File: config.mk
export PLATFORM = sky130hd
export DESIGN_NAME = switch_input_fifo
export DESIGN_NICKNAME = d
export VERILOG_FILES = /design/src/rtl/switch_input_fifo.sv
export SDC_FILE = /design/constraint.sdc
export NUM_CORES = 1
export LEC_CHECK = 0
export CORE_MARGIN = 2
export CORE_UTILIZATION = 54
export CTS_BUF_LIST = sky130_fd_sc_hd__clkbuf_16
export DETAILED_ROUTE_END_ITERATION = 10
export HOLD_SLACK_MARGIN = 0.15
export PLACE_DENSITY = 0.83
export SETUP_SLACK_MARGIN = 0.2
export SYNTH_ARGS = -nofsm -noshare
export SYNTH_HDL_FRONTEND = slang
export SYNTH_SLANG_ARGS = --single-unit
File: constraint.sdc
create_clock -name clock -period 5.7 [get_ports clock]
set_input_delay 1.14 -clock clock [delete_from_list [all_inputs] [get_ports clock]]
set_output_delay 1.14 -clock clock [all_outputs]
set_load 0.02 [all_outputs]
File: src/rtl/switch_input_fifo.sv
// Button-triggered switch capture FIFO feeding the IN-instruction path.
// Define SWITCH_SIGN_EXT_EN to sign-extend rd_data instead of zero-extending it.
module switch_input_fifo #(
    parameter int DATA_W      = 16,
    parameter int DEPTH       = 4,
    parameter int SYNC_STAGES = 2
) (
    input  logic                       clock,
    input  logic                       rst,
    input  logic                       button_in,
    input  logic [DATA_W-1:0]          switches,
    input  logic                       rd_req,
    input  logic                       ovf_clr,
    output logic [31:0]                rd_data,
    output logic                       stall,
    output logic [$clog2(DEPTH):0]     count,
    output logic                       empty,
    output logic                       full,
    output logic                       overrun
);

    localparam int AW = $clog2(DEPTH);
    localparam int CW = AW + 1;

    logic [SYNC_STAGES-1:0] r_sync_r;
    logic                   r_prev_r;
    logic [DATA_W-1:0]      r_sw_r;
    logic [DATA_W-1:0]      r_mem_r [DEPTH];
    logic [AW-1:0]          r_wptr_r;
    logic [AW-1:0]          r_rptr_r;
    logic [CW-1:0]          r_count_r;
    logic                   r_overrun_r;

    logic                   w_push_s;
    logic                   w_pop_s;
    logic                   w_wr_s;
    logic                   w_drop_s;
    logic                   w_empty_s;
    logic                   w_full_s;
    logic [CW-1:0]          w_count_nxt_s;
    logic [31:0]            w_rd_data_s;

    function automatic logic [31:0] extend_word(input logic [DATA_W-1:0] word);
`ifdef SWITCH_SIGN_EXT_EN
        return 32'($signed(word));
`else
        return 32'(word);
`endif
    endfunction

    // Synchronizer and edge-detect reset high so a button held through reset never pushes.
    always_ff @(posedge clock or negedge rst) begin
        if (!rst) begin
            r_sync_r <= {SYNC_STAGES{1'b1}};
            r_prev_r <= 1'b1;
        end else begin
            r_sync_r <= {r_sync_r[SYNC_STAGES-2:0], button_in};
            r_prev_r <= r_sync_r[SYNC_STAGES-1];
        end
    end

    // Switch sample register; a push stores the value seen one cycle earlier.
    always_ff @(posedge clock or negedge rst) begin
        if (!rst) begin
            r_sw_r <= {DATA_W{1'b0}};
        end else begin
            r_sw_r <= switches;
        end
    end

    // Push/pop qualification and next occupancy.
    always_comb begin
        w_push_s      = r_sync_r[SYNC_STAGES-1] & ~r_prev_r;
        w_empty_s     = (r_count_r == CW'(0));
        w_full_s      = (r_count_r == CW'(DEPTH));
        w_pop_s       = rd_req & ~w_empty_s;
        w_wr_s        = w_push_s & (~w_full_s | w_pop_s);
        w_drop_s      = w_push_s & w_full_s & ~w_pop_s;
        w_count_nxt_s = r_count_r;
        case ({w_wr_s, w_pop_s})
            2'b10:   w_count_nxt_s = r_count_r + CW'(1);
            2'b01:   w_count_nxt_s = r_count_r - CW'(1);
            default: w_count_nxt_s = r_count_r;
        endcase
    end

    // Storage array; contents are don't-care after reset.
    always_ff @(posedge clock) begin
        if (w_wr_s) begin
            r_mem_r[r_wptr_r] <= r_sw_r;
        end
    end

    // Pointers, occupancy and sticky overrun; pointers wrap naturally at DEPTH.
    always_ff @(posedge clock or negedge rst) begin
        if (!rst) begin
            r_wptr_r    <= {AW{1'b0}};
            r_rptr_r    <= {AW{1'b0}};
            r_count_r   <= {CW{1'b0}};
            r_overrun_r <= 1'b0;
        end else begin
            if (w_wr_s) begin
                r_wptr_r <= r_wptr_r + AW'(1);
            end
            if (w_pop_s) begin
                r_rptr_r <= r_rptr_r + AW'(1);
            end
            r_count_r <= w_count_nxt_s;
            if (w_drop_s) begin
                r_overrun_r <= 1'b1;
            end else if (ovf_clr) begin
                r_overrun_r <= 1'b0;
            end else begin
                r_overrun_r <= r_overrun_r;
            end
        end
    end

    // Head word is visible with zero latency for the single-cycle datapath.
    always_comb begin
        if (w_empty_s) begin
            w_rd_data_s = 32'h0000_0000;
        end else begin
            w_rd_data_s = extend_word(r_mem_r[r_rptr_r]);
        end
    end

    assign rd_data = w_rd_data_s;
    assign stall   = rd_req & w_empty_s;
    assign count   = r_count_r;
    assign empty   = w_empty_s;
    assign full    = w_full_s;
    assign overrun = r_overrun_r;

endmodule

==> results of run 1 <==
power groups by stage:
stage	Clock, mW	Sequential [mW]	Combinational [mW]
floorplan	0	0.852	0.480
global placement	0	0.910	0.674
detailed placement	0	0.915	0.693
CTS	0.606	0.906	0.697
global route	0.632	0.917	0.732
finish	0.597	0.901	0.686
flip-flops by register name, indices dropped and copies added, names as in the netlist:
register and cells:
r_wptr_r 2, overrun 1, r_mem_r 64, r_prev_r 1
r_sw_r 16, count 3, r_sync_r 2, r_rptr_r 2
synth_stat cells:
library cell / instances
edfxtp_1: 64
dfrtp_1: 24
nor2b_1: 17
buf_4: 16
mux4_2: 16
inv_1: 9
ha_1: 5
and2_2: 4
xor2_1: 4
dfstp_2: 3
nor2_1: 3
buf_2: 2
buf_6: 2
clkbuf_1: 2
xnor2_1: 2
a32o_1: 1
and2_1: 1
conb_1: 1
fa_1: 1
mux2_4: 1
mux2i_1: 1
nand2_1: 1
nor3_1: 1
o21a_4: 1
or3b_1: 1
stage by stage:
| stage | std cells | util [%] | worst slack, ns | cell area, um2 | total power, mW |
|---|---|---|---|---|---|
| floorplan | 198 | - | 3.130 | 3572 | 1.332 |
| global placement | 298 | 62.70 | 2.113 | 3959 | 1.585 |
| detailed placement | 298 | 62.70 | 2.120 | 3959 | 1.608 |
| CTS | 314 | 67.60 | 1.740 | 4268 | 2.209 |
| global route | 314 | 67.60 | 1.649 | 4268 | 2.281 |
| finish | 314 | 67.60 | 1.828 | 4268 | 2.184 |
worst min path at each step:
stage          cells past startpoint  slack [ns]           to
6_report                           0        0.36     r_prev_r
5_1_grt                            0        0.37     r_prev_r
4_1_cts                            0        0.36     r_prev_r
3_5_place_dp                       0        0.35  r_sync_r[1]
3_3_place_gp                       0        0.35  r_sync_r[1]
2_1_floorplan                      0        0.35  r_sync_r[1]
logic make-up after synthesis:
kind of cell	count (synthesis)	synth area share (%)
DFF	91	73.99
muxes	18	10.96
buffers and inverters	31	5.516
other	1	0.1067
adders and majority gates	6	2.349
AOI/OAI and AO/OA	2	0.7116
xor gates and xnor gates	6	1.495
and+or+nand+nor	28	4.875
routing by layer:
metal	vias to the layer above	global-route usage [%]	wire length [um]
met2	61	29.35	2983
met4	0	7.359	104
met5	-	0	0
met1	842	22.95	2408
met3	9	4.031	239
li1	736	-	-
final cells by class:
class,count,area [um2]
Clock buffer,9,225.2
Clock inverter,7,83.83
Fill cell,426,2046
Inverter,9,33.78
Multi-Input combinational cell,76,782.0
Sequential cell,91,2601
Tap cell,77,96.34
Timing Repair Buffer,45,445.4
==> impl_metrics.json, run 1 <==
{
  "powerDensity_nw_per_um2": 511.8,
  "core_area_um2": 6314,
  "arrival_ns": 2.73,
  "dp_hpwl_um": 3635,
  "viasPerCell": 5.248,
  "clock-sinks": 91,
  "grt.total_usage_pct": 17.74,
  "yosys-top-cells-area": "edfxtp_1 55%, dfrtp_1 17%, mux4_2 10%, buf_4 3.4%, nor2b_1 3.0%",
  "first_iter_violations": 113,
  "syn_avg_cell_area_um2": 19.21,
  "h-tree-depth": 3,
  "r2r_setup_slack_ns": 3.23,
  "fin_hold_ws_ns": 0.3646,
  "pwr-share-seq_pct": 41.3,
  "crit_cells": 3,
  "diodes": 0,
  "path_buf_inv": 1,
  "hp-class": "reg2reg",
  "finalHoldViolations": 0,
  "p_clk_share_pct": 27.3,
  "p_comb_share_pct": 31.4,
  "outcome": "finished clean",
  "yosys.area.top_type": "edfxtp_1",
  "intPower_mw": 1.545,
  "swShare_pct": 29.27,
  "setup_viol": 0,
  "ant_nets": 0,
  "syn_area_um2": 3516,
  "crit_family": "flip-flops",
  "tightest_slew_ns": 1.096,
  "crit_path_end": "rd_data[13]",
  "clkTransAtPathRegs_ns": 0.06,
  "fin_tns_setup_ns": 0,
  "p_leak_nw": 1.586,
  "rsz0062_at_grt": "no",
  "clock_latency_ns": 0.33,
  "clk_path_buf_depth": 2,
  "port_buffers": 43,
  "ir_drop_mv": 0.2841,
  "drive_gt1_share_pct": 17.30,
  "grt_pass1_vias": 1678,
  "post_cts_resized": 0,
  "cts_setup_buffers": 0,
  "ys_warn_count": 0,
  "yosysUniqueCellTypes": 25,
  "die_w_um": 84.69,
  "crit_path_start_kind": "register",
  "drc_errors": 0,
  "netlist_instances": 183,
  "die_height_um": 84.69,
  "layout_commonest_cell": "edfxtp_1",
  "worst_clock_skew_ns": 0.004055,
  "fin_crit_ns": 3.872,
  "overflow": 0,
  "maxSlewViolCount": 0,
  "finalWeightedCongestion": 0.7220,
  "critPathKind": "reg2out",
  "cp-end-kind": "output pin",
  "cts_inserted_buffers": 9,
  "io_pins": 60,
  "crit_start": "r_rptr_r[0]",
  "maxCapViolCount": 0,
  "worstPathMaxFanout": 18,
  "required_ns": 4.56,
  "r2r_end": "count[2]",
  "seq_area_frac_synth_pct": 73.99,
  "p_switching_uw": 639.3,
  "nets": 259,
  "wl_per_cell_um": 18.26,
  "grt_pass1_wl_um": 9232,
  "grt_max_degree": 28,
  "synth_seq_cells": 91,
  "ctsHoldBuffers": 0,
  "reg2reg_from": "count[0]",
  "crit_path_cell_trace": "mux4_2 > nor2b_1 > clkdlybuf4s50_1",
  "max_slew_margin_pct": 26.95,
  "worstRegToRegCells": 9,
  "min_from": "r_sync_r[1]",
  "wl_um": 5735,
  "dr.pass1.iters": 4,
  "root_buffer": "clkbuf_16",
  "route.vias.total": 1648,
  "cpPeakStageDelay_ns": 1.07,
  "crit_path_top_delay_cell": "dfrtp_1",
  "cts_tree": "yes",
  "max_freq_mhz": 258.3,
  "syn_to_final_growth_pct": 21.39,
  "period_share_pct": 67.92,
  "layout_common_cells": "64 x edfxtp_1, 43 x clkdlybuf4s50_1, 24 x dfrtp_1, 17 x nor2b_1",
  "die_area_um2": 7172,
  "initial_utilization_pct": 55.69,
  "antenna_found_initial": 0,
  "synth_top_area_share_pct": 54.66,
  "placement_rows": 29
}
(Power assumes the default switching activity.)
==> inputs of run 2 (changes only) <==
Settings changed: CORE_UTILIZATION 54 to 52, PLACE_DENSITY 0.83 to 0.81.
Clock period 5.7 ns to 3.77 ns, I/O delays scaled along.
==> impl_metrics.json, run 2 (synthesized netlist as in run 1, its figures left out) <==
{
  "outcome": "finished clean",
  "grt_pass1_wl_um": 9039,
  "max_freq_mhz": 322.2,
  "viasPerCell": 5.121,
  "fin_tns_setup_ns": 0,
  "wl_um": 5662,
  "grt.total_usage_pct": 17.28,
  "route.vias.total": 1613,
  "largest_reg_flops": 64,
  "clk_path_buf_depth": 2,
  "antenna_found_initial": 0,
  "swShare_pct": 29.52,
  "maxSlewViolCount": 0,
  "pwr-share-seq_pct": 39.4,
  "ir_drop_mv": 0.5173,
  "clock_latency_ns": 0.34,
  "crit_start": "r_rptr_r[1]",
  "placed_cell_area_um2": 3966,
  "post_cts_resized": 0,
  "clock-sinks": 91,
  "worstPathMaxFanout": 17,
  "max_slew_margin_pct": 46.06,
  "drive_gt1_share_pct": 18.91,
  "diodes": 0,
  "rsz0062_at_grt": "no",
  "dp_hpwl_um": 3262,
  "root_buffer": "clkbuf_16",
  "crit_path_end": "rd_data[14]",
  "grt_pass1_vias": 1687,
  "ant_nets": 0,
  "syn_to_final_growth_pct": 21.85,
  "seq_area_um2": 2601,
  "maxCapViolCount": 0,
  "worst_clock_skew_ns": 0.006084,
  "fin_crit_ns": 3.103,
  "p_leak_nw": 1.586,
  "p_switching_uw": 984.4,
  "r2r_end": "count[2]",
  "design_area_um2": 4284,
  "finalWeightedCongestion": 0.6631,
  "final_util_pct": 66.33,
  "cts_setup_buffers": 0,
  "critPathKind": "reg2out",
  "finalHoldViolations": 0,
  "die_height_um": 86.23,
  "drc_errors": 0,
  "worstRegToRegCells": 9,
  "wl_per_cell_um": 17.97,
  "die_area_um2": 7435,
  "tightest_slew_ns": 0.8091,
  "n_fill_cell": 436,
  "reg2reg_from": "count[0]",
  "layout_common_cells": "64 x edfxtp_1, 43 x clkdlybuf4s50_1, 24 x dfrtp_1, 17 x nor2b_1",
  "dr.pass1.iters": 4,
  "cts_tree": "yes",
  "intPower_mw": 2.350,
  "p_comb_share_pct": 32.7,
  "layout_commonest_cell": "edfxtp_1",
  "grt_max_degree": 28,
  "ctsHoldBuffers": 0,
  "multi_input_area_um2": 782.0,
  "die_w_um": 86.23,
  "hp-class": "reg2reg",
  "cp-end-kind": "output pin",
  "overflow": 0,
  "cts_inserted_buffers": 9,
  "powerDensity_nw_per_um2": 778.4,
  "port_buffers": 43,
  "crit_path_start_kind": "register",
  "placement_rows": 29,
  "p_clk_share_pct": 28.0,
  "h-tree-depth": 3,
  "r2r_setup_slack_ns": 1.50,
  "arrival_ns": 2.35,
  "setup_viol": 0,
  "fin_hold_ws_ns": 0.3652,
  "initial_utilization_pct": 54.44,
  "regMostFlops": "r_mem_r",
  "period_share_pct": 82.32,
  "clkTransAtPathRegs_ns": 0.06,
  "nets": 260,
  "core_area_um2": 6459,
  "first_iter_violations": 53,
  "io_pins": 60,
  "required_ns": 3.02
}
run 2: per-stage QoR:
stage / worst slack (ns) / power (mW) / cells
final: 0.6665 / 3.335 / 315
after global routing: 0.5973 / 3.485 / 315
after CTS: 0.6265 / 3.374 / 315
after detailed placement: 0.9838 / 2.425 / 299
after global placement: 0.9997 / 2.399 / 299
after floorplan: 1.565 / 2.013 / 198
run 2: worst max-delay path, stage by stage, from the launching register on:
cell and delay (ns):
dfrtp_1 0.87, mux4_2 0.35, nor2b_1 0.17, clkdlybuf4s50_1 0.62
run 2: worst min-delay path by stage:
stage,from,end,slack [ns],cells after the start
final,r_sync_r[0],r_sync_r[1],0.37,0
after global routing,r_sync_r[0],r_sync_r[1],0.36,0
after global placement,r_sync_r[0],r_sync_r[1],0.35,0
after detailed placement,r_sync_r[0],r_sync_r[1],0.36,0
after floorplan,r_sync_r[0],r_sync_r[1],0.35,0
after CTS,r_sync_r[0],r_sync_r[1],0.37,0
run 2: power groups by stage:
stage / Sequential (mW) / Combinational (mW) / Clock, mW
global route: 1.33 / 1.17 / 0.987
floorplan: 1.29 / 0.726 / 0
CTS: 1.31 / 1.11 / 0.949
detailed placement: 1.33 / 1.10 / 0
finish: 1.31 / 1.09 / 0.933
global placement: 1.32 / 1.08 / 0
run 2: metal layers:
metal | vias to the layer above | track usage [%] | routed length (um)
met2 | 57 | 26.64 | 2886
met5 | - | 0 | 0
li1 | 731 | - | -
met4 | 0 | 11.08 | 175
met1 | 812 | 23.05 | 2393
met3 | 13 | 3.048 | 206
run 2: area by class of cell:
class                           count  area share [%]
Clock buffer                        9           5.257
Clock inverter                      7           2.161
Inverter                            9          0.7886
Multi-Input combinational cell     76           18.25
Sequential cell                    91           60.72
Tap cell                           77           2.249
Timing Repair Buffer               46           10.57
